==> config.mk <==
export PLATFORM = sky130hd
export DESIGN_NAME = imm_rot_encoder
export DESIGN_NICKNAME = d
export VERILOG_FILES = /design/src/rtl/imm_rot_encoder.sv
export SDC_FILE = /design/constraint.sdc
export NUM_CORES = 1
export LEC_CHECK = 0
export ABC_AREA = 1
export CAP_MARGIN = 0
export CORE_UTILIZATION = 45
export DETAILED_ROUTE_END_ITERATION = 6
export PLACE_DENSITY = 0.66
export SYNTH_ARGS = -nofsm -noshare
export SYNTH_HDL_FRONTEND = slang
export SYNTH_SLANG_ARGS = --single-unit
==> constraint.sdc <==
create_clock -name clk -period 2.5 [get_ports clk]
set_input_delay 0.25 -clock clk [delete_from_list [all_inputs] [get_ports clk]]
set_output_delay 0.25 -clock clk [all_outputs]
set_load 0.02 [all_outputs]
==> src/rtl/imm_rot_encoder.sv <==
// imm_rot_encoder: sequential search for the ARM rotated-immediate
// encoding (imm8, rot4) of a 32-bit constant, one rotation per clock.
module imm_rot_encoder (
  input  logic        clk,
  input  logic        reset_n,
  input  logic        start,
  input  logic [31:0] value,
  input  logic        carry_in,
  output logic        busy,
  output logic        done,
  output logic        valid,
  output logic [7:0]  imm8,
  output logic [3:0]  rot4,
  output logic        carry_out
);

  typedef enum logic [1:0] {
    IDLE   = 2'd0,
    SEARCH = 2'd1,
    DONE   = 2'd2
  } state_t;

  state_t      state, state_n;
  logic [3:0]  r;
  logic [31:0] value_q;
  logic        carry_q;

  logic [4:0]  sh;
  logic [63:0] dbl;
  logic [31:0] t;
  logic        match;
  logic        last;

  // ROL by 2r via a doubled word, so r=0 needs no special case
  assign sh    = {r, 1'b0};
  assign dbl   = {value_q, value_q} << sh;
  assign t     = dbl[63:32];
  assign match = (t[31:8] == 24'd0);
  assign last  = (r == 4'd15);

  assign busy = (state != IDLE);
  assign done = (state == DONE);

  always_comb begin
    state_n = state;
    unique case (state)
      IDLE:    if (start) state_n = SEARCH;
      SEARCH:  if (match || last) state_n = DONE;
      DONE:    state_n = IDLE;
      default: state_n = IDLE;
    endcase
  end

  always_ff @(posedge clk or negedge reset_n) begin
    if (!reset_n) begin
      state     <= IDLE;
      r         <= 4'd0;
      value_q   <= 32'd0;
      carry_q   <= 1'b0;
      valid     <= 1'b0;
      imm8      <= 8'd0;
      rot4      <= 4'd0;
      carry_out <= 1'b0;
    end else begin
      state <= state_n;
      unique case (state)
        IDLE: begin
          if (start) begin
            value_q <= value;
            carry_q <= carry_in;
            r       <= 4'd0;
          end
        end
        SEARCH: begin
          if (match) begin
            valid     <= 1'b1;
            imm8      <= t[7:0];
            rot4      <= r;
            // zero rotation leaves the shifter carry untouched
            carry_out <= (r == 4'd0) ? carry_q : value_q[31];
          end else if (last) begin
            valid     <= 1'b0;
            imm8      <= 8'd0;
            rot4      <= 4'd0;
            carry_out <= carry_q;
          end else begin
            r <= r + 4'd1;
          end
        end
        default: ;
      endcase
    end
  end

endmodule

==> run_results.csv <==
group,metric,value,unit
run_status,status,"finished clean",
clock_tree,cts_tree,"yes",
global_route,grt_pass1_wl,19.0,mm
sta,max-slew-margin-rel,0.582,
clock_tree,worstSkewPairLatency,0.31,ns
placed_design,gp_congestion,0.934,
clock_tree,numCtsBuffers,5,
detailed_routing,wirelength,11.0,mm
sta,fin_crit,2.34,ns
global_route,antenna_found_initial,0,
critical_path,cpMostUsedCell,"nand2_1",
placed_design,port_buffers,51,
power_and_ir_drop,p_total,6.55,mW
synthesis,syn-num-nets,600,
final_layout,syn_to_final_growth,16.3,%
hold_path,hold_path_class,"in2async",
detailed_routing,drc_errors,0,
critical_path,cp.arrival,2.59,ns
synthesis,synth.area.mux_share,0.0888,
synthesis,ys_types,28,
power_and_ir_drop,leakage,2.33,nW
detailed_routing,ant_nets,0,
critical_path,critPathKind,"reg2reg",
synthesis,ys_warn_count,0,
final_layout,drive_gt1_frac,0.189,
sta,max_freq,0.427,GHz
critical_path,reg2reg_slack,0.16,ns
power_and_ir_drop,powerDensity,1390,nW/um2
synthesis,synth_top_family_by_area,"simple AND/OR/NAND/NOR gates",
synthesis,synthXorXnorAreaFrac,0.00216,
clock_tree,cts_max_level,2,
die,die_x,97.0,um
sta,report.final.slew_viol_count,0,
die,num_rows,34,
job,drv_cap,0,
placed_design,dp_hpwl,8.50,mm
die,start_util,0.465,
die,num_io_pins,52,
critical_path,critPathMaxStageDelay,0.46,ns
global_route,grt_max_degree,41,
detailed_routing,wl_per_cell,15.5,um
final_layout,regArea,1330,um2
sta,setup-violations-final,0,
detailed_routing,vias,3814,
critical_path,critical_path.n_buffers_inverters,1,
detailed_routing,initialDrtViolationCount,228,
sta,skew,0.00984,ns
die,die_h,97.0,um
critical_path,setup.worst_path.end_class,"register",
clock_tree,path_clk_slew,0.10,ns
global_route,overflow,0,
final_layout,fillers,848,
final_layout,diodes,0,
detailed_routing,viasPerCell,5.36,
critical_path,crit_start,"r[1]",
synthesis,synth_adder_area_share,0.00617,
critical_path,crit_family,"simple AND/OR/NAND/NOR gates",
final_layout,fin_util,0.541,
critical_path,cp_data_required_time,2.75,ns
sta,min_period_over_period,0.936,
clock_tree,clock_sinks,53,
sta,rsz0062_at_grt,"false",
synthesis,synth-seq-area-share,0.327,
critical_path,r2r_start,"r[1]",
clock_tree,cts.repair.resized,0,
die,dieArea,9400,um2
global_route,gr-usage-all-layers,0.252,
global_route,grt_pass1_vias,3711,
synthesis,synth-simple-area-share,0.468,
sta,worstMarginPinSlew,0.627,ns
synthesis,avgSynthCellArea,7.22,um2
critical_path,cp_max_fo,33,
die,core,8720,um2
critical_path,worst_setup_path_start_kind,"register",
sta,fin_setup_tns,0,ns
synthesis,synth-compound-area-share,0.0234,
final_layout,multi_input_comb_area,2390,um2
synthesis,syn_area,4060,um2
clock_tree,cts_root_buffer,"clkbuf_8",
final_layout,nNetsFinal,640,
sta,finalHoldViolations,0,
synthesis,ys_ff_latch,53,
clock_tree,clock_path_buffers,2,
critical_path,critPathSlowestCell,"dfrtp_1",
detailed_routing,dr.pass1.iters,5,
synthesis,netlist_instances,562,
critical_path,path_cells,"inv_4, nand3_1, nand3_1, nand2_1, nor2_1, nand3_1, nand2_1, nand2_1, nor2_4, nand3_4, nand2_1, nand2_1, nand2_1",
power_and_ir_drop,vdd_drop_max,0.000736,V
-- report_power, final --
group	switching, mW	leakage (nW)	internal (mW)	total [mW]
Clock	0.289	0.0542	0.251	0.541
Sequential	0.311	0.640	1.21	1.52
Combinational	2.92	1.64	1.57	4.49
-- timing repair --
action	CTS	global route
setup buffers	0	0
hold buffers	1	0
endpoints found under the hold margin	25	0
-- path summary, 6_finish.rpt --
check | endpoint | cells past startpoint
setup reg to reg | carry_out | 13
setup / recovery | carry_out | 13
hold reg to reg | valid | 2
hold / removal | valid | 2
max in group asynchronous | value_q[24] | 3
min in group clk | valid | 2
-- kinds of logic (layout without fill, tap and decap cells) --
kind of cell               count (synthesis)  count (layout)
xor gates and xnor gates                   1               1
and+or+nand+nor                          395             395
muxes                                     32              32
adders and majority gates                  2               2
buffers and inverters                     60             101
DFF                                       53              53
AOI/OAI and AO/OA                         19              19
-- synth_stat cells, drive strengths merged --
cell | n | area, um2
xor2 | 1 | 8.76
dfrtp | 53 | 1330
clkbuf | 4 | 15.0
nand3 | 148 | 901
o21ai | 12 | 60.1
inv | 28 | 110
clkinv | 1 | 3.75
and2 | 1 | 6.26
nand2 | 213 | 847
a21oi | 7 | 35.0
mux2 | 32 | 360
ha | 2 | 25.0
nand4 | 2 | 12.5
buf | 27 | 215
nor2 | 31 | 131
-- placed cells by master, fill, tap and decap left out, drive strengths merged --
master,instances
inv,28
nor2,31
dlygate4sd3,1
nand3,148
clkbuf,7
nand4,2
and2,1
buf,13
o21ai,12
a21oi,7
xor2,1
dfrtp,53
nand2,213
clkinv,2
mux2,32
clkdlybuf4s50,50
ha,2
-- final cells by class --
type / count / area share
repair buffers: 64 / 0.139
flip-flops and latches: 53 / 0.281
clock buffers: 7 / 0.0204
multi-input cells: 449 / 0.506
clock inverters: 1 / 0.00106
inverters: 29 / 0.0241
well taps: 108 / 0.0286
-- state kept, by name (all words and copies together), names as in the netlist --
name	count
carry_q	1
imm8	8
state	2
rot4	4
value_q	32
valid	1
carry_out	1
r	4
-- metrics by stage --
step	setup slack (ns)	area, um2	hold WS (ns)	cells
2_1_floorplan	0.638	4060	-0.0456	562
3_3_place_gp	0.211	4610	0.288	702
3_5_place_dp	0.207	4610	0.304	702
4_1_cts	0.192	4720	0.496	711
5_1_grt	0.0435	4720	0.521	711
6_report	0.159	4720	0.480	711
-- per-layer routing --
| metal | GRT usage | wire, um | up-vias |
|---|---|---|---|
| li1 | - | - | 1920 |
| met1 | 0.365 | 5120 | 1766 |
| met2 | 0.404 | 5110 | 117 |
| met3 | 0.0282 | 647 | 11 |
| met4 | 0.0540 | 157 | 0 |
| met5 | 0 | 0 | - |
-- worst reg2reg max path, delay by kind of cell, from the launching register on --
kind                   cells  cell delay, ns
and+or+nand+nor           12            1.52
DFF                        1            0.46
buffers and inverters      1            0.31
No activity file was read; power rests on OpenSTA's default activity.
